==> src/rtl/xy_scan_ctrl_if.sv <==
// Scan sequencer bus: flag-stage feedback, pixel-address handshake, status.
// Pure wiring, no latency of its own.
// addr_valid/addr_ack handshake; the master holds addr stable while unacknowledged.
interface xy_scan_ctrl_if #(
  parameter int ADDR_W = 16
);
  logic              start;
  logic              x_flag;
  logic              y_flag;
  logic              addr_ack;
  logic [15:0]       x_reg;
  logic [15:0]       y_reg;
  logic [ADDR_W-1:0] addr;
  logic              addr_valid;
  logic              row_end;
  logic              busy;
  logic              done;

  modport master (
    input  start, x_flag, y_flag, addr_ack,
    output x_reg, y_reg, addr, addr_valid, row_end, busy, done
  );

  modport slave (
    output start, x_flag, y_flag, addr_ack,
    input  x_reg, y_reg, addr, addr_valid, row_end, busy, done
  );
endinterface

==> src/rtl/xy_scan_ctrl.sv <==
// Downsampling X/Y scan sequencer emitting one pixel address per sampled grid point.
// start -> first addr_valid after 2 cycles; 2 cycles per sample, +1 per row.
// EMIT waits indefinitely for addr_ack with addr, x_reg and y_reg frozen.
module xy_scan_ctrl #(
  parameter int STEP   = 2,
  parameter int IMG_W  = 256,
  parameter int ADDR_W = 16
) (
  input logic            clock,
  input logic            reset,
  xy_scan_ctrl_if.master bus
);

  // Product width wide enough for a 16-bit row index times the image width.
  localparam int PW = (ADDR_W > 32) ? ADDR_W : 32;

  typedef enum logic [2:0] {
    IDLE,
    CHK_ROW,
    EMIT,
    CHK_COL,
    DONE
  } state_t;

  state_t            state;
  logic [15:0]       x_reg;
  logic [15:0]       y_reg;
  logic [ADDR_W-1:0] addr;
  logic              addr_valid;
  logic              row_end;
  logic              busy;
  logic              done;
  logic [15:0]       x_inc;
  logic [15:0]       y_inc;

  // Positions clamp at 0xFFFF so a full-range limit still ends the row/frame.
  function automatic logic [15:0] sat_step(input logic [15:0] v);
    logic [16:0] s;
    s = {1'b0, v} + 17'(STEP);
    return s[16] ? 16'hFFFF : s[15:0];
  endfunction

  // Row-major linear address, truncated to the address width.
  function automatic logic [ADDR_W-1:0] lin_addr(input logic [15:0] x, input logic [15:0] y);
    logic [PW-1:0] p;
    p = (PW'(y) * PW'(IMG_W)) + PW'(x);
    return p[ADDR_W-1:0];
  endfunction

  // Next candidate positions, shared by the column and row advance paths.
  always_comb begin
    x_inc = sat_step(x_reg);
    y_inc = sat_step(y_reg);
  end

  // Scan FSM; addr is loaded alongside the positions so it always matches them.
  always_ff @(posedge clock) begin
    if (reset) begin
      state      <= IDLE;
      x_reg      <= '0;
      y_reg      <= '0;
      addr       <= '0;
      addr_valid <= 1'b0;
      row_end    <= 1'b0;
      busy       <= 1'b0;
      done       <= 1'b0;
    end else begin
      row_end <= 1'b0;
      done    <= 1'b0;
      case (state)
        IDLE: begin
          if (bus.start) begin
            x_reg <= '0;
            y_reg <= '0;
            addr  <= '0;
            busy  <= 1'b1;
            state <= CHK_ROW;
          end
        end
        CHK_ROW: begin
          if (bus.y_flag && bus.x_flag) begin
            addr_valid <= 1'b1;
            state      <= EMIT;
          end else begin
            done  <= 1'b1;
            state <= DONE;
          end
        end
        EMIT: begin
          if (bus.addr_ack) begin
            addr_valid <= 1'b0;
            x_reg      <= x_inc;
            addr       <= lin_addr(x_inc, y_reg);
            state      <= CHK_COL;
          end
        end
        CHK_COL: begin
          if (bus.x_flag) begin
            addr_valid <= 1'b1;
            state      <= EMIT;
          end else begin
            x_reg   <= '0;
            y_reg   <= y_inc;
            addr    <= lin_addr(16'd0, y_inc);
            row_end <= 1'b1;
            state   <= CHK_ROW;
          end
        end
        DONE: begin
          busy  <= 1'b0;
          state <= IDLE;
        end
        default: state <= IDLE;
      endcase
    end
  end

  // Registered values presented on the bus.
  always_comb begin
    bus.x_reg      = x_reg;
    bus.y_reg      = y_reg;
    bus.addr       = addr;
    bus.addr_valid = addr_valid;
    bus.row_end    = row_end;
    bus.busy       = busy;
    bus.done       = done;
  end

endmodule

==> src/flat_wrapper.sv <==
// flat-port wrapper written by rule: the top's interface ports become plain ports
module xy_scan_ctrl_flat 
#(
  parameter int STEP   = 2,
  parameter int IMG_W  = 256,
  parameter int ADDR_W = 16
)
  (clock, reset, bus_start, bus_x_flag, bus_y_flag, bus_addr_ack, bus_x_reg, bus_y_reg, bus_addr, bus_addr_valid, bus_row_end, bus_busy, bus_done);
  xy_scan_ctrl_if #(.ADDR_W(ADDR_W)) bus_i ();
  input logic clock;
  input logic reset;
  input wire logic [$bits(bus_i.start)-1:0] bus_start;
  input wire logic [$bits(bus_i.x_flag)-1:0] bus_x_flag;
  input wire logic [$bits(bus_i.y_flag)-1:0] bus_y_flag;
  input wire logic [$bits(bus_i.addr_ack)-1:0] bus_addr_ack;
  output wire logic [$bits(bus_i.x_reg)-1:0] bus_x_reg;
  output wire logic [$bits(bus_i.y_reg)-1:0] bus_y_reg;
  output wire logic [$bits(bus_i.addr)-1:0] bus_addr;
  output wire logic [$bits(bus_i.addr_valid)-1:0] bus_addr_valid;
  output wire logic [$bits(bus_i.row_end)-1:0] bus_row_end;
  output wire logic [$bits(bus_i.busy)-1:0] bus_busy;
  output wire logic [$bits(bus_i.done)-1:0] bus_done;
  assign bus_i.start = bus_start;
  assign bus_i.x_flag = bus_x_flag;
  assign bus_i.y_flag = bus_y_flag;
  assign bus_i.addr_ack = bus_addr_ack;
  assign bus_x_reg = bus_i.x_reg;
  assign bus_y_reg = bus_i.y_reg;
  assign bus_addr = bus_i.addr;
  assign bus_addr_valid = bus_i.addr_valid;
  assign bus_row_end = bus_i.row_end;
  assign bus_busy = bus_i.busy;
  assign bus_done = bus_i.done;
  xy_scan_ctrl #(.STEP(STEP), .IMG_W(IMG_W), .ADDR_W(ADDR_W)) u_core (.clock(clock), .reset(reset), .bus(bus_i));
endmodule
==> config.mk <==
export PLATFORM = sky130hd
export DESIGN_NAME = xy_scan_ctrl_flat
export DESIGN_NICKNAME = d
export VERILOG_FILES = /design/src/rtl/xy_scan_ctrl_if.sv /design/src/rtl/xy_scan_ctrl.sv /design/src/flat_wrapper.sv
export SDC_FILE = /design/constraint.sdc
export NUM_CORES = 1
export LEC_CHECK = 0
export CAP_MARGIN = 20
export CORE_UTILIZATION = 48
export DETAILED_ROUTE_END_ITERATION = 7
export GPL_ROUTABILITY_DRIVEN = 0
export GPL_TIMING_DRIVEN = 0
export PLACE_DENSITY = 0.84
export SYNTH_ARGS = -nofsm -noshare
export SYNTH_HDL_FRONTEND = slang
export SYNTH_SLANG_ARGS = --single-unit
==> constraint.sdc <==
create_clock -name clock -period 2.7 [get_ports clock]
set_input_delay 0.405 -clock clock [delete_from_list [all_inputs] [get_ports clock]]
set_output_delay 0.405 -clock clock [all_outputs]
set_load 0.1 [all_outputs]
==> results of run 1 <==
[layout make-up]
| class | count | area [µm²] |
|---|---|---|
| well taps | 77 | 96.3 |
| inverters | 12 | 45.0 |
| fillers | 510 | 2050 |
| flip-flops and latches | 55 | 1160 |
| clock inverters | 1 | 3.75 |
| clock buffers | 7 | 86.3 |
| repair buffers | 73 | 716 |
| plain buffers | 20 | 95.1 |
| multi-input cells | 330 | 2140 |
[cell families (layout without fill, tap and decap cells)]
logic type	Yosys count	in the layout	synth area share, %
fa+ha+maj	10	10	4.15
flops	55	55	34.4
xor+xnor	14	14	3.83
buf+inv	34	113	4.69
mux	2	2	0.665
simple gates	167	167	27.2
compound gates	137	137	25.1
[cells in the final DEF, fill, tap and decap left out, types with 5 or more instances in the layout]
cell,n
clkbuf_8,6
clkdlybuf4s50_1,57
nor2_1,47
nand2_1,40
dfxtp_1,40
buf_4,15
xnor2_1,10
o21ai_0,43
a22oi_1,5
nor2b_1,8
inv_1,12
o21a_1,5
and3_1,8
o21ai_1,11
buf_2,6
nand3_1,12
clkbuf_1,12
dfxtp_4,15
nor3_1,8
a21oi_1,44
nand2b_1,5
nand4_1,5
[critical path, cell delays in order, from the launching register on]
cell and delay (ps):
dfxtp_4 410, and3_4 220, and3_4 210, nand2_1 90, xor2_2 170, nand2_1 100
ha_4 160, inv_1 60, fa_2 340, nor2b_2 150, nor3_2 70, o21bai_1 180
a21oi_1 120, xor2_1 160, o311ai_1 240
[timing repair]
| action | CTS | global route |
|---|---|---|
| cloned | 0 | 0 |
| pin swaps | 5 | 10 |
| buffers inserted | 6 | 10 |
| setup endpoints to repair | 4 | 4 |
| resized for setup | 5 | 15 |
[power by group]
group	internal [mW]	leakage [nW]	switching [mW]
Sequential	0.802	0.456	0.00654
Combinational	0.0384	1.12	0.106
Clock	0.206	0.0459	0.270
Total	1.05	1.62	0.382
[metrics by stage]
step           hold WS [ps]  setup TNS (ps)  utilization, %
2_1_floorplan           552            -116               -
3_3_place_gp            439            -104            63.2
3_5_place_dp            448            -284            63.2
4_1_cts                 460               0            65.7
5_1_grt                 474            -399            67.9
6_report                456            -139            67.9
[path summary, 6_finish.rpt]
kind                                          start             endpoint  slack, ps  depth (start not counted)
worst min register to register  u_core.bus.addr[11]  u_core.bus.addr[11]        460                          2
worst min-delay path            u_core.bus.addr[11]  u_core.bus.addr[11]        460                          2
worst max register to register  u_core.bus.x_reg[5]  u_core.bus.addr[14]        -90                         14
worst max-delay path            u_core.bus.x_reg[5]  u_core.bus.addr[14]        -90                         14
[per-layer routing]
metal | part of all wire [%] | GRT usage [%] | vias up
met5 | 0 | 0 | -
met4 | 3.1 | 10.8 | 0
met3 | 8.0 | 3.96 | 30
met2 | 46 | 40.5 | 192
met1 | 43 | 37.1 | 1630
li1 | - | - | 1659
==> impl_results.md, run 1 <==
- Max transition margin: 34.4%
- Die Ht: 83.6 µm
- Largest net degree at the start of global routing: 16
- # DRC: 0
- Top post-synthesis cells by count: dfxtp_1 (55), nor2_1 (48), a21oi_1 (45)
- LEAKAGE: 1.62 nW
- Synthesized area: 0.00320 mm²
- WP data required: 2910 ps
- Vias in the first global route: 3134
- Sequential fraction of the synthesis area: 34.4%
- Status: complete, but fails checks
- Hold WC Path Type: reg2reg
- Fin cells: 575
- I/O Buffers: 57
- Post-synthesis register bit count: 55
- Fmax: 359 MHz
- Crit-path max FO: 6
- CTS Hold Bufs: 0
- Tot Pwr: 1.43 mW
- Die area: 0.00700 mm²
- Nets@finish: 513
- Rows: 29
- Area growth syn-to-layout: 35.6%
- DR vias/cell: 6.11
- CTS tree: yes
- Clk_lat worst skew: 330 ps
- Dpl cells: 553
- Layout cell share with drive strength beyond 1: 16.9%
- Top-count cell post-synth: dfxtp_1
- Slew @ Worst Pin: 981 ps
- Post-Layout Inst Area: 0.00434 mm²
- Core area: 0.00639 mm²
- Clock transition at path regs: 110 ps
- Pre-CTS setup slack: -128 ps
- Die width: 83.6 µm
- Hpwl dp: 6650 µm
- Ant. Diodes: 0
- Yosys top cell by area: dfxtp_1
- First-pass GRT wire length: 15000 µm
- Initial core utilization: 50.1%
- Max clock buf depth: 2
- Post-synth EDFFs: 0
- Clock Skews: 20.9 ps
- GRT Util Overall: 26.4%
- Post-route worst setup slack: -87.9 ps
- Final wirelength: 9590 µm
- Routed Antenna Nets: 0
- Syn_nets: 435
- Final Max Tran Viols: 0
- Clock root cell: clkbuf_8
- Failing checks: negative setup slack
- Grt ovf: 0
- Crit path capture type: flip-flop
- Top-area cell type share of the netlist area: 34.4%
- Clock Sinks: 55
- CP Data Arrival Time: 3000 ps
- Path type of the worst setup path: reg2reg
- DR vias: 3511
- Synth Warn #: 0
- Period Utilization, post-route: 103%
- Pwr per Cell Area: 329 mW/mm²
- Setup Viol. Count Final: 2
- I/O pins: 58
- Placed Area: 0.00404 mm²
- Startpoint Class: flip-flop
- Peak supply drop: 0.000249 V
- Tmin final: 2790 ps
- Yosys cell types: 54
- Gate Count Post-Synth: 419
- Wire length per cell: 16.7 µm
- Initial antenna violation count: 0
- RSZ-0062 raised after global routing: true
- H-tree Lvls: 2
- Final Hold Fails: 0
- DR pass1 iterations: 5
- Async set or reset register ratio after synthesis: 0%
- Iter 0 DRT Violations: 345
- Max cap viols: 0
- Primary FF master, synth: dfxtp_1
- CTS buffer count: 5
- Largest cells by area after synthesis: dfxtp_1 (34%), a21oi_1 (7.0%), o21ai_0 (6.9%)
- Syn_area_per_cell: 7.64 µm²
Power figures use the tool's default switching activity.
==> run 2, diff against run 1 <==
- CORE_UTILIZATION: 48 -> 53
- GPL_ROUTABILITY_DRIVEN: 0 -> default
- PLACE_DENSITY: 0.84 -> 0.88
- clock period: 2.7 -> 2.6 ns (I/O delays scaled with it)
==> impl_results.md, run 2 (synthesis results as in run 1) <==
- Routed Antenna Nets: 0 (unchanged)
- Grt ovf: 0 (unchanged)
- Placer Congestion: 0.893
- I/O pins: 58 (unchanged)
- GRT Util Overall: 34.3% (+7.9 points)
- Hold_ws: 458 ps (+2.31 ps)
- Wire length per cell: 19.8 µm (+19%)
- Tmin final: 2730 ps (-55.6 ps)
- # DRC: 0 (unchanged)
- Hold depth: 2 (unchanged)
- Final Hold Fails: 0 (unchanged)
- Max transition margin: 30.4% (-4.1 points)
- Crit-path max FO: 6 (unchanged)
- CP Data Arrival Time: 2990 ps (about the same)
- Slew @ Worst Pin: 1040 ps (+60.6 ps)
- Util after Layout: 80.4% (+12 points)
- RSZ-0062 raised after global routing: true
- Startpoint Class: flip-flop
- Ant. Diodes: 0 (unchanged)
- Pwr per Cell Area: 332 mW/mm² (+0.75%)
- Hold WC Path Type: reg2reg
- Commonest non-fill, non-tap cell in the layout: clkdlybuf4s50_1
- R2r endpoint: u_core.bus.addr[15]
- Initial antenna violation count: 0 (unchanged)
- DR vias/cell: 6.59 (+7.9%)
- Nets@finish: 530 (+3.3%)
- Most frequent cells in the layout: clkdlybuf4s50_1 (57), nor2_1 (47), a21oi_1 (43)
- CTS buffer count: 5 (unchanged)
- Iter 0 DRT Violations: 610 (+77%)
- Layout fillers: 348 (-32%)
- DR pass1 iterations: 5 (unchanged)
- Layout cell share with drive strength beyond 1: 22.1% (+5.3 points)
- Clock Sinks: 55 (unchanged)
- Crit path capture type: flip-flop
- Vias in the first global route: 3482 (+11%)
- Failing checks: negative setup slack
- LEAKAGE: 1.73 nW (+6.6%)
- Core area: 0.00568 mm² (-11%)
- Status: complete, but fails checks
- Die width: 79.7 µm (-4.7%)
- Clk_lat worst skew: 320 ps (about the same)
- CTS tree: yes
- DR vias: 3867 (+10%)
- Period Utilization, post-route: 105% (+1.8 points)
- Die Ht: 79.7 µm (-4.7%)
- H-tree Lvls: 2 (unchanged)
- Setup Viol. Count Final: 4 (+2)
- Path type of the worst setup path: reg2reg
- Rows: 27 (-6.9%)
- Hpwl dp: 6760 µm (+1.6%)
- Max clock buf depth: 2 (unchanged)
- Clock transition at path regs: 120 ps (about the same)
- Die area: 0.00635 mm² (-9.2%)
- Hold_sp: u_core.bus.addr[5]
- First-pass GRT wire length: 16800 µm (+12%)
- I/O Buffers: 57 (unchanged)
- Post-route setup TNS: -368 ps (-228 ps)
- RR Startpoint: u_core.bus.x_reg[10]
- R2r worst-path depth: 10 (-4)
- R2R Setup Slk: -130 ps (-40 ps)
- Initial core utilization: 56.4% (+6.3 points)
- Largest net degree at the start of global routing: 20 (+4)
- Final Max Tran Viols: 0 (unchanged)
- Fmax: 366 MHz (+2.0%)
- Max cap viols: 0 (unchanged)
- WP data required: 2860 ps (-50 ps)
- Post-route worst setup slack: -132 ps (-44.4 ps)
- Clock root cell: clkbuf_8
- Tot Pwr: 1.51 mW (+5.9%)
- Area growth syn-to-layout: 42.6%
- CTS Hold Bufs: 0 (unchanged)
- Clock Skews: 19.8 ps (-1.04 ps)
- Hold Path End: u_core.bus.addr[5]
- Peak supply drop: 0.000352 V (+41%)
- Final wirelength: 11600 µm (+21%)
run 2: cell count changes in the layout (fill, tap and decap cells not counted), moves of 2 or more:
cell and change:
nand2_1 -3, dfxtp_2 +2, dfxtp_1 -2, nand2_2 +2, o21ai_0 -2, buf_6 +3, ha_4 +2, buf_4 +15
run 2: how the worst max path moves through the flow:
stage,cells after the start,to,slack (ps),startpoint
floorplan,12,u_core.bus.addr[15],-180,u_core.bus.x_reg[3]
global placement,14,u_core.bus.addr[14],-150,u_core.bus.x_reg[7]
detailed placement,11,u_core.bus.addr[15],-200,u_core.bus.x_reg[7]
CTS,11,u_core.bus.addr[15],-9,u_core.bus.x_reg[5]
global route,14,u_core.bus.addr[14],-230,u_core.bus.x_reg[5]
finish,10,u_core.bus.addr[15],-130,u_core.bus.x_reg[10]
run 2: cell type report:
| class | count | area (µm²) | area share (%) |
|---|---|---|---|
| Tap cell | 72 | 90.1 | 1.97 |
| Clock inverter | 3 | 27.5 | 0.603 |
| Inverter | 12 | 45.0 | 0.987 |
| Multi-Input combinational cell | 330 | 2230 | 49.0 |
| Sequential cell | 55 | 1160 | 25.4 |
| Clock buffer | 5 | 68.8 | 1.51 |
| Timing Repair Buffer | 90 | 842 | 18.5 |
| Buffer | 20 | 95.1 | 2.08 |
run 2: critical path, cell delays in order (launching register included):
cell and delay [ps]:
dfxtp_4 400, nand4_4 190, nor3_4 270, o311ai_2 150, o21a_1 190, ha_2 240, or4_4 530, o22ai_4 130
a21oi_2 40, or3b_1 390, a22oi_2 140
run 2: report_power, final:
group          switching (mW)  internal [mW]  total [mW]
Combinational           0.119         0.0407       0.160
Sequential            0.00679          0.833       0.840
Clock                   0.315          0.199       0.514
run 2: routing by layer:
layer  track usage [%]  routed length (µm)  part of all wire (%)  vias to the layer above
li1                  -                   -                     -                     1692
met1              42.2                4310                    37                     1790
met2              55.2                5450                    47                      309
met3              9.26                1270                    11                       76
met4              16.5                 599                   5.2                        0
met5                 0                   0                     0                        -
run 2: metrics by stage:
| stage | std cells | area, µm² | setup WS [ps] |
|---|---|---|---|
| floorplan | 419 | 3390 | -182 |
| global placement | 548 | 4050 | -145 |
| detailed placement | 548 | 4050 | -204 |
| CTS | 574 | 4340 | -9.16 |
| global route | 587 | 4560 | -227 |
| finish | 587 | 4560 | -132 |
run 2: repair_timing:
| item | CTS | global route |
|---|---|---|
| hold endpoints to repair | 0 | 0 |
| buffers inserted | 20 | 13 |
| resized for setup | 14 | 25 |
| pin swaps | 11 | 8 |
| setup endpoints to repair | 4 | 5 |
==> run 3, diff against run 2 <==
- CELL_PAD_IN_SITES_DETAIL_PLACEMENT: default -> 0
- CELL_PAD_IN_SITES_GLOBAL_PLACEMENT: default -> 2
- CORE_UTILIZATION: 53 -> 31
- CTS_BUF_LIST: default -> sky130_fd_sc_hd__clkbuf_4
- CTS_CLUSTER_SIZE: default -> 20
- PLACE_DENSITY: 0.88 -> 0.89
==> impl_results.md, run 3 (synthesis results as in run 1) <==
- Layout fillers: 1036 (+200%)
- Final wirelength: 10400 µm (-10%)
- Period Utilization, post-route: 106% (+0.85 points)
- Initial core utilization: 32.3% (-24 points)
- Rows: 36 (+33%)
- I/O pins: 58 (unchanged)
- Max clock buf depth: 2 (unchanged)
- Placer Congestion: 0.834 (-6.6%)
- Max stage delay on crit path: 420 ps (-110 ps)
- DR vias: 3364 (-13%)
- Peak supply drop: 0.000250 V (-29%)
- Clock Skews: 10.8 ps (-9.07 ps)
- Max cap viols: 0 (unchanged)
- Status: complete, but fails checks
- Final Max Tran Viols: 0 (unchanged)
- LEAKAGE: 1.73 nW (+0.15%)
- CP Data Arrival Time: 3080 ps (+90 ps)
- Max transition margin: 34.1% (+3.8 points)
- Core area: 0.00991 mm² (+75%)
- Hold WC Path Type: reg2reg
- Failing checks: negative setup slack
- Die Ht: 104 µm (+30%)
- Hold_ws: 457 ps (-1.37 ps)
- Largest net degree at the start of global routing: 17 (-15%)
- Crit path capture type: flip-flop
- Iter 0 DRT Violations: 168 (-72%)
- RSZ-0062 raised after global routing: true
- I/O Buffers: 57 (unchanged)
- Die width: 104 µm (+30%)
- Util after Layout: 45.8% (-35 points)
- Setup Viol. Count Final: 3 (-1)
- Startpoint Class: flip-flop
- # DRC: 0 (unchanged)
- Area growth syn-to-layout: 41.8%
- Clock root cell: clkbuf_4
- CP Cell Sequence: nand4_4 > buf_12 > nor4_4 > xnor2_1 > nand2_1 > ha_4 > or4_4 > o22ai_4 > a21oi_2 > or3b_4 > a22oi_2
- Nets@finish: 521 (-1.7%)
- Hpwl dp: 7400 µm (+9.6%)
- Grt ovf: 0 (unchanged)
- Commonest non-fill, non-tap cell in the layout: clkdlybuf4s50_1
- Final Hold Fails: 0 (unchanged)
- Die area: 0.0107 mm² (+69%)
- Clock transition at path regs: 170 ps (+50 ps)
- Clock Sinks: 55 (unchanged)
- FF/Latch Area: 0.00116 mm² (unchanged)
- Routed Antenna Nets: 0 (unchanged)
- H-tree Lvls: 2 (unchanged)
- Ant. Diodes: 0 (unchanged)
- Slew @ Worst Pin: 985 ps (-56.6 ps)
- Fmax: 363 MHz (-0.80%)
- Post-route setup TNS: -266 ps (+101 ps)
- DR pass1 iterations: 4 (-1)
- Most frequent cells in the layout: clkdlybuf4s50_1 (54), nor2_1 (47), a21oi_1 (44)
- DR vias/cell: 5.26 (-20%)
- Pwr per Cell Area: 352 mW/mm² (+6.2%)
- CTS buffer count: 5 (unchanged)
- Crit-path max FO: 6 (unchanged)
- Initial antenna violation count: 0 (unchanged)
- Post-route worst setup slack: -154 ps (-22.0 ps)
- First-pass GRT wire length: 17200 µm (+2.6%)
- Slowest-stage cell, CP: dfxtp_4
- Clk_lat worst skew: 390 ps (+70 ps)
- Path type of the worst setup path: reg2reg
- Tmin final: 2750 ps (+22.0 ps)
- WP data required: 2930 ps (+70 ps)
- Layout cell share with drive strength beyond 1: 20.0% (-2.2 points)
- Wire length per cell: 16.3 µm (-18%)
- Multi-input logic area: 0.00218 mm² (-2.3%)
- CTS tree: yes
- Vias in the first global route: 3275 (-5.9%)
- GRT Util Overall: 19.9% (-14 points)
run 3: changes by cell type in the layout (fill, tap and decap cells not counted), sizes merged, moves of 2 or more:
cell           delta
clkdlybuf4s50     -3
bufinv            +2
dlymetal6s2s      +3
buf               -9
run 3: final cells by class:
type	count	area share (%)
Timing Repair Buffer	81	17.3
Buffer	20	2.10
Clock inverter	2	1.32
Tap cell	133	3.67
Sequential cell	55	25.6
Multi-Input combinational cell	330	48.1
Inverter	12	0.993
Clock buffer	6	0.993
run 3: timing repair:
item / 4_1_cts / 5_1_grt
resized for setup: 22 / 10
setup buffers: 15 / 9
pin swaps: 12 / 12
endpoints found under the setup margin: 4 / 7
hold buffers: 0 / 0
run 3: worst max-delay path: cells and delay by family, from the launching register on:
kind | cells | cell delay [ps]
compound gates | 3 | 350
xor+xnor | 1 | 160
fa+ha+maj | 1 | 190
buf+inv | 1 | 160
flops | 1 | 420
simple gates | 5 | 1410
run 3: path summary, 6_finish.rpt:
check	to	cells past startpoint	slack [ps]	from
max	u_core.bus.addr[15]	11	-150	u_core.bus.x_reg[7]
max reg2reg	u_core.bus.addr[15]	11	-150	u_core.bus.x_reg[7]
min	u_core.bus.addr[11]	2	460	u_core.bus.addr[11]
min reg2reg	u_core.bus.addr[11]	2	460	u_core.bus.addr[11]
run 3: metrics by stage:
step	cells	setup WS (ps)	instance area, µm²	total power [mW]
after floorplan	419	-182	3390	0.957
after global placement	609	-287	4120	1.01
after detailed placement	609	-249	4120	1.01
after CTS	631	-94.9	4440	1.62
after global routing	639	-277	4540	1.66
final	639	-154	4540	1.60
run 3: power breakdown:
| part | leakage [nW] | internal (mW) | total [mW] | switching (mW) |
|---|---|---|---|---|
| logic | 1.22 | 0.0402 | 0.154 | 0.114 |
| registers | 0.457 | 0.835 | 0.841 | 0.00633 |
| clock network | 0.0559 | 0.311 | 0.604 | 0.293 |
| total | 1.73 | 1.19 | 1.60 | 0.413 |
run 3: metal layers:
| metal | up-vias | global-route usage [%] | part of all wire (%) |
|---|---|---|---|
| met5 | - | 0 | 0 |
| met4 | 0 | 4.14 | 0.86 |
| met3 | 9 | 2.64 | 3.8 |
| met2 | 66 | 30.9 | 46 |
| met1 | 1610 | 29.1 | 49 |
| li1 | 1679 | - | - |
